[src/rtl/comp_serial.sv]
// rtl/comp_serial.sv - sequential MSB-first magnitude comparator, one 2-bit digit per clock
//
// Purpose:
//   Captures operands A/B on an accepted start and scans them MSB-first, one
//   2-bit digit pair per cycle. It reports equal/greater/less on x/y/z and
//   raises a one-cycle done strobe.
//
// Optional build macro:
//   COMP_EARLY_EXIT_EN - stop scanning on the first differing digit
//                        (data-dependent latency 1..D). If this macro is
//                        undefined, the latency is always D cycles.
//
// Ports:
//   i_clk    - clock, rising edge
//   i_rst    - synchronous active-high reset, highest priority
//   i_start  - compare request, ignored while scanning
//   i_a, i_b - WIDTH-bit unsigned operands, captured on the accepting edge
//   o_busy   - high while scanning
//   o_done   - one-cycle strobe after the resolution edge
//   o_x      - A == B (held until the next resolution)
//   o_y      - A >  B
//   o_z      - A <  B

module comp_serial #(
  parameter int WIDTH = 8
) (
  input  logic             i_clk,
  input  logic             i_rst,
  input  logic             i_start,
  input  logic [WIDTH-1:0] i_a,
  input  logic [WIDTH-1:0] i_b,
  output logic             o_busy,
  output logic             o_done,
  output logic             o_x,
  output logic             o_y,
  output logic             o_z
);

  localparam int D  = WIDTH / 2;
  localparam int CW = (D > 1) ? $clog2(D) : 1;

  typedef enum logic [1:0] {
    IDLE = 2'd0,
    SCAN = 2'd1,
    DONE = 2'd2
  } state_t;

  state_t           r_state;
  state_t           w_next;
  logic [WIDTH-1:0] r_sa;
  logic [WIDTH-1:0] r_sb;
  logic [CW-1:0]    r_cnt;
  logic             r_gt;
  logic             r_lt;
  logic             r_x;
  logic             r_y;
  logic             r_z;

  logic [1:0]       w_da;
  logic [1:0]       w_db;
  logic             w_gt_n;
  logic             w_lt_n;
  logic             w_last;
  logic             w_resolve;
  logic             w_accept;

  assign w_da     = r_sa[WIDTH-1:WIDTH-2];
  assign w_db     = r_sb[WIDTH-1:WIDTH-2];
  assign w_last   = (r_cnt == '0);
  assign w_accept = i_start && (r_state != SCAN);

  // Sticky flags: once either flag is set, later digits cannot change it.
  // This keeps the most-significant difference as the result.
  assign w_gt_n = r_gt | (~(r_gt | r_lt) & (w_da > w_db));
  assign w_lt_n = r_lt | (~(r_gt | r_lt) & (w_da < w_db));

`ifdef COMP_EARLY_EXIT_EN
  assign w_resolve = w_last | w_gt_n | w_lt_n;
`else
  assign w_resolve = w_last;
`endif

  always_ff @(posedge i_clk) begin
    if (i_rst) begin
      r_state <= IDLE;
    end else begin
      r_state <= w_next;
    end
  end

  always_comb begin
    w_next = r_state;
    case (r_state)
      IDLE:    if (i_start) w_next = SCAN;
      SCAN:    if (w_resolve) w_next = DONE;
      DONE:    w_next = i_start ? SCAN : IDLE;
      default: w_next = IDLE;
    endcase
  end

  always_ff @(posedge i_clk) begin
    if (i_rst) begin
      r_sa  <= '0;
      r_sb  <= '0;
      r_cnt <= '0;
      r_gt  <= 1'b0;
      r_lt  <= 1'b0;
      r_x   <= 1'b0;
      r_y   <= 1'b0;
      r_z   <= 1'b0;
    end else if (w_accept) begin
      // The x/y/z outputs keep the previous result until the new compare resolves.
      r_sa  <= i_a;
      r_sb  <= i_b;
      r_cnt <= CW'(D - 1);
      r_gt  <= 1'b0;
      r_lt  <= 1'b0;
    end else if (r_state == SCAN) begin
      r_sa <= r_sa << 2;
      r_sb <= r_sb << 2;
      r_gt <= w_gt_n;
      r_lt <= w_lt_n;
      if (!w_last) begin
        r_cnt <= r_cnt - CW'(1);
      end
      if (w_resolve) begin
        r_x <= ~(w_gt_n | w_lt_n);
        r_y <= w_gt_n;
        r_z <= w_lt_n;
      end
    end
  end

  assign o_busy = (r_state == SCAN);
  assign o_done = (r_state == DONE);
  assign o_x    = r_x;
  assign o_y    = r_y;
  assign o_z    = r_z;

endmodule
[config.mk]
export PLATFORM = sky130hd
export DESIGN_NAME = comp_serial
export DESIGN_NICKNAME = d
export VERILOG_FILES = /design/src/rtl/comp_serial.sv
export SDC_FILE = /design/constraint.sdc
export NUM_CORES = 1
export LEC_CHECK = 0
export ABC_AREA = 1
export BUFFER_PORTS_ARGS = -buffer_cell sky130_fd_sc_hd__buf_2
export CORE_AREA = 2 2 55 57
export DETAILED_ROUTE_END_ITERATION = 8
export DIE_AREA = 0 0 57 59
export GPL_ROUTABILITY_DRIVEN = 0
export HOLD_SLACK_MARGIN = 0.05
export PLACE_DENSITY_LB_ADDON = 0.2
export SYNTH_ARGS = -nofsm -noshare
export SYNTH_HDL_FRONTEND = slang
export SYNTH_SLANG_ARGS = --single-unit
[constraint.sdc]
create_clock -name i_clk -period 1.39 [get_ports i_clk]
set_input_delay 0.0695 -clock i_clk [delete_from_list [all_inputs] [get_ports i_clk]]
set_output_delay 0.0695 -clock i_clk [all_outputs]
set_load 0.02 [all_outputs]
### Word-level counts from Yosys, hierarchy flattened

Index checks and enable logic that the tools add are counted.
Widths: inputs -> output; s select.

| word-level totals | value |
|---|---|
| register bits after elaboration | 25 |
| input port bits | 19 |
| output and inout bits | 5 |
| logic and storage cells | 46 |

| cells by class | value |
|---|---|
| add/sub/neg operators | 1 |
| $lt $le $gt $ge | 2 |
| equality and inequality tests | 6 |
| mux-type cells | 11 |
| bitwise gates (word level) | 9 |
| reductions and logical operators | 8 |

Operator list:

| operator | count |
|---|---|
| $mux 8 | 4 |
| $mux 2 | 5 |
| $ne 2x1->1 const B | 3 |
| $pmux 2 s3 | 1 |
| $logic_not 2->1 | 2 |
| $or 1x1->1 | 4 |
| $reduce_and 2->1 | 2 |
| $not 1->1 | 3 |
| $reduce_and 3->1 | 1 |
| $and 1x1->1 | 2 |
| $eq 2x1->1 const B | 1 |
| $eq 2x2->1 const B | 1 |
| $gt 2x2->1 | 1 |
| $lt 2x2->1 | 1 |
| $ne 2x2->1 const B | 1 |
| $reduce_bool 2->1 | 1 |
| $reduce_or 2->1 | 1 |
| $sub 2x1->2 const B | 1 |
| $logic_and 1x1->1 | 1 |
| $mux 1 | 1 |

### Longest topological paths before layout

| logic depth | value |
|---|---|
| depth after elaboration | 6 |
| gate-level depth with buffers | 9 |
| depth with buffers taken out | 9 |

### Worst setup path after synthesis

Ideal clock, no wire load.

| timing | value |
|---|---|
| path kind | register to register |
| start point | register r_state[0] |
| end point | register r_cnt[0] |
| library setup time | 0.123 ns |
| data arrival time | 0.978 ns |
| data required time | 1.267 ns |
| path slack | 0.289 ns |
| cell stages (with the launch flop) | 7 |
| buffers on the path | 1 |
| period minus slack after synthesis | 1.101 ns |
| path through | dfxtp_1 -> inv_2 -> nor2_4 -> buf_6 -> nand2_1 -> o21ai_0 -> a21oi_1 |

| on the way | value |
|---|---|
| cells in the longest elaborated chain, start to end | 4 |
| elaborated cells on any way between the ends | 7 |
| classes of those cells | eq/ne: 3; mux: 1; reduce/logical: 3 |

Ends and longest elaborated chain:

| item | RTL line | text |
|---|---|---|
| from (decl) | 48 | `state_t r_state;` |
| from (signal assigned) | 87 | `r_state <= w_next;` |
| $ne 2x1->1 | 70 | `assign w_accept = i_start && (r_state != SCAN);` |
| $logic_and 1x1->1 | 70 |  |
| $ne 2x1->1 (no line) / $reduce_bool 2->1 (equally long branches) | - |  |
| $reduce_and 2->1 (no line) | - |  |
| to (signal assigned) | 115 | `r_cnt <= CW'(D - 1);` |
| to (signal assigned) | 124 | `r_cnt <= r_cnt - CW'(1);` |
| to (decl) | 52 | `logic [CW-1:0] r_cnt;` |

Parallel ways exist; a longest one is shown, timed or not.
A chain may end at the register's enable or synchronous reset.

### Worst setup path after layout

| timing | value |
|---|---|
| start point | register r_state[0] |
| end point | output port o_busy |

| on the way | value |
|---|---|
| cells in the longest elaborated chain, start to end | 1 |

Ends and longest elaborated chain:

| item | RTL line | text |
|---|---|---|
| $eq 2x1->1 | 134 | `assign o_busy = (r_state == SCAN);` |
| to (decl) | 32 | `output logic o_busy,` |

No other way between the ends.

==> impl_metrics.prom <==
# TYPE chip_impl_metric gauge
chip_impl_info{name="outcome",value="completed"} 1
chip_impl_metric{name="synth_compound_area_share",unit="%"} 5.82
chip_impl_metric{name="cts-htree-levels",unit=""} 1
chip_impl_metric{name="rr_worst_depth",unit=""} 9
chip_impl_metric{name="finish.instance_area",unit="um^2"} 1540
chip_impl_info{name="grt_setup_unrepaired",value="no"} 1
chip_impl_metric{name="synth_xor_xnor_area_share",unit="%"} 0
chip_impl_metric{name="worstPathArrival",unit="ns"} 1.22
chip_impl_metric{name="yosys_warnings",unit=""} 0
chip_impl_metric{name="post_synth_design_cell_area",unit="um^2"} 1180
chip_impl_info{name="synth_largest_area_cell",value="sky130_fd_sc_hd__dfxtp_1"} 1
chip_impl_metric{name="floorplan.initialDensity",unit="%"} 43.6
chip_impl_metric{name="grt_first_pass_wirelength",unit="um"} 4020
chip_impl_metric{name="post_dp_cell_area",unit="um^2"} 1280
chip_impl_metric{name="critical_path_peak_fanout",unit=""} 14
chip_impl_metric{name="ys_seq_elements",unit=""} 25
chip_impl_metric{name="io_buffers",unit=""} 23
chip_impl_metric{name="cts_buffer_count",unit=""} 3
chip_impl_metric{name="vias_per_instance",unit=""} 4.67
chip_impl_metric{name="antenna_violations_before_repair",unit=""} 0
chip_impl_metric{name="drt-wirelength-per-cell",unit="um"} 9.63
chip_impl_metric{name="yosys.area_share.simple",unit="%"} 35.3
chip_impl_metric{name="finalWorstPathRequiredPeriod",unit="ns"} 1.29
chip_impl_metric{name="finalWirelength",unit="um"} 2370
chip_impl_metric{name="worst_slew_margin_rel",unit="%"} 67.6
chip_impl_metric{name="floorplan.rows",unit=""} 19
chip_impl_metric{name="finalHoldViolations",unit=""} 0
chip_impl_metric{name="postSynthNetCount",unit=""} 194
chip_impl_metric{name="drt-pass1-iter-count",unit=""} 4
chip_impl_info{name="most_frequent_cells_in_the_layout",value="sky130_fd_sc_hd__nand2_1 (72), sky130_fd_sc_hd__dfxtp_1 (25), sky130_fd_sc_hd__inv_1 (23), sky130_fd_sc_hd__buf_2 (23), sky130_fd_sc_hd__dlygate4sd3_1 (17)"} 1
chip_impl_metric{name="height_of_the_chip",unit="um"} 59
chip_impl_metric{name="post-route-period-util",unit="%"} 92.7
chip_impl_metric{name="timing.clock.skew",unit="ns"} 0.00473
chip_impl_metric{name="drive_above_1_share",unit="%"} 17.2
chip_impl_metric{name="n_diodes",unit=""} 0
chip_impl_info{name="worst_hold_path_type",value="in -> reg"} 1
chip_impl_info{name="criticalPathCategory",value="reg -> out"} 1
chip_impl_metric{name="max-vdd-ir-drop",unit="mV"} 0.646
chip_impl_metric{name="top_level_pins",unit=""} 24
chip_impl_info{name="reg2reg_start",value="r_state[0]"} 1
chip_impl_metric{name="dp.final_hpwl",unit="um"} 1590
chip_impl_metric{name="timing.hold.worst_path_depth",unit=""} 2
chip_impl_metric{name="fin_setup_tns",unit="ns"} 0
chip_impl_info{name="synth.top_cells.by_area",value="sky130_fd_sc_hd__dfxtp_1 (42%), sky130_fd_sc_hd__nand2_1 (23%), sky130_fd_sc_hd__inv_1 (7.3%), sky130_fd_sc_hd__nand3_1 (6.3%), sky130_fd_sc_hd__a21oi_1 (3.4%)"} 1
chip_impl_metric{name="synth_top_cell_area_share",unit="%"} 42.3
chip_impl_metric{name="die_area",unit="um^2"} 3360
chip_impl_metric{name="pin_count_of_the_biggest_net_entering_global_routing",unit=""} 19
chip_impl_metric{name="max_cap_violation_count",unit=""} 0
chip_impl_metric{name="grt.total_usage",unit="%"} 15.3
chip_impl_info{name="cts_tree",value="built"} 1
chip_impl_metric{name="power_density",unit="nW/um^2"} 945
chip_impl_metric{name="numClockSinks",unit=""} 25
chip_impl_metric{name="netlist_instances",unit=""} 172
chip_impl_metric{name="crit_required",unit="ns"} 1.32
chip_impl_info{name="clockRootBuffer",value="sky130_fd_sc_hd__clkbuf_4"} 1
chip_impl_metric{name="clk_latency",unit="ns"} 0.31
chip_impl_metric{name="slew_limit_fails",unit=""} 0
chip_impl_metric{name="clkSlewWorstSetupHoldPaths",unit="ns"} 0.14
chip_impl_metric{name="least_margin_pin_slew",unit="ns"} 0.485
chip_impl_metric{name="post-route-drc-count",unit=""} 0
chip_impl_metric{name="floorplan.die.width",unit="um"} 57
chip_impl_metric{name="leakage",unit="nW"} 0.811
chip_impl_metric{name="cts-root-to-sink-buffers",unit=""} 2
chip_impl_metric{name="nFillCells",unit=""} 279
chip_impl_metric{name="design.final.nets",unit=""} 238
chip_impl_metric{name="vias_in_the_first_global_route",unit=""} 1011
chip_impl_metric{name="detailedRoute.firstIterationViolations",unit=""} 29
chip_impl_info{name="dominant_combinational_cell_family_by_area_after_synthesis",value="simple AND/OR/NAND/NOR gates"} 1
chip_impl_metric{name="route.antenna.remaining_nets",unit=""} 0
chip_impl_metric{name="route.vias.total",unit=""} 1149
chip_impl_metric{name="synthesis.area_per_instance",unit="um^2"} 6.87
chip_impl_info{name="min_from",value="i_rst"} 1
chip_impl_metric{name="overflow_after_grt",unit=""} 0
chip_impl_metric{name="fmaxAchievable",unit="MHz"} 776
chip_impl_metric{name="placeableCoreArea",unit="um^2"} 2710
chip_impl_info{name="setup.worst_path.start_class",value="register"} 1
chip_impl_metric{name="synth.mux.area_fraction",unit="%"} 0
chip_impl_metric{name="yosysSeqAreaShare",unit="%"} 42.3
chip_impl_info{name="layout.cells.most_common",value="sky130_fd_sc_hd__nand2_1"} 1
chip_impl_metric{name="layout_area_growth_over_synthesis",unit="%"} 29.8
chip_impl_metric{name="adder_cell_fraction_of_synth_area",unit="%"} 3.17
chip_impl_info{name="launch_point_of_the_worst_path",value="r_state[0]"} 1
chip_impl_metric{name="netlist-cell-type-count",unit=""} 15
chip_impl_info{name="end_kind",value="primary output"} 1
chip_impl_metric{name="setup_violations",unit=""} 0
==> what timing repair did <==
item	CTS	global route
setup buffers	1	3
hold buffers	17	0
endpoints found under the hold margin	17	0
endpoints found under the setup margin	1	13
pin swaps	1	2
resized for setup	1	0
==> flip-flops by register name (all words and copies together) (netlist names), 2 cells and up <==
register / flops
r_sa: 8
r_sb: 8
r_cnt: 2
r_state: 2
==> routing by layer <==
layer  share of wire (%)  GRT usage, %
met1                  46          18.7
met2                  49          27.6
met3                 4.0          1.97
met4                0.51          5.98
met5                   0             0
==> cells in the mapped netlist, drive strengths merged <==
| library cell | number |
|---|---|
| nand3 | 15 |
| nand2 | 72 |
| nor2 | 12 |
| buf | 6 |
| dfxtp | 25 |
| nor3 | 1 |
| a21oi | 8 |
| o21ai | 5 |
| inv | 25 |
| ha | 3 |
==> logic make-up after synthesis <==
family	Yosys count
flops	25
simple gates	100
buf+inv	31
compound gates	13
fa+ha+maj	3
==> critical path: stages, from the launching register on <==
cell and delay (ns):
sky130_fd_sc_hd__dfxtp_1 0.38, sky130_fd_sc_hd__inv_2 0.06, sky130_fd_sc_hd__nor2_4 0.12, sky130_fd_sc_hd__buf_6 0.16, sky130_fd_sc_hd__buf_2 0.18
==> layout make-up <==
class                           instances  area, um^2  area share (%)
Multi-Input combinational cell        116         524            34.1
Sequential cell                        25         500            32.6
Timing Repair Buffer                   45         352            22.9
Inverter                               25        93.8            6.11
Tap cell                               31        38.8            2.53
Clock buffer                            4        26.3            1.71
==> report_power, final <==
group	switching (mW)	leakage [nW]	internal (mW)	total (mW)
combinational	0.181	0.591	0.157	0.338
clock	0.213	0.0150	0.112	0.325
sequential	0.0235	0.205	0.765	0.789
==> worst paths after layout <==
check | endpoint | slack, ns
worst max-delay path | o_busy | 0.10
worst max register to register | r_sb[3] | 0.13
worst min register to register | r_cnt[1] | 0.47
worst min-delay path | r_state[0] | 0.06
==> stage by stage <==
stage	setup WS, ns	power, mW	util, %	hold WS [ns]	cells
floorplan	0.289	1.02	-	0.217	172
global placement	0.215	1.07	47.2	0.324	221
detailed placement	0.187	1.07	47.2	0.333	221
CTS	0.0791	1.44	54.9	0.0524	243
global route	0.00211	1.55	56.6	0.0592	246
finish	0.102	1.45	56.6	0.0568	246
Note: power is estimated with default switching activity, not from simulation.
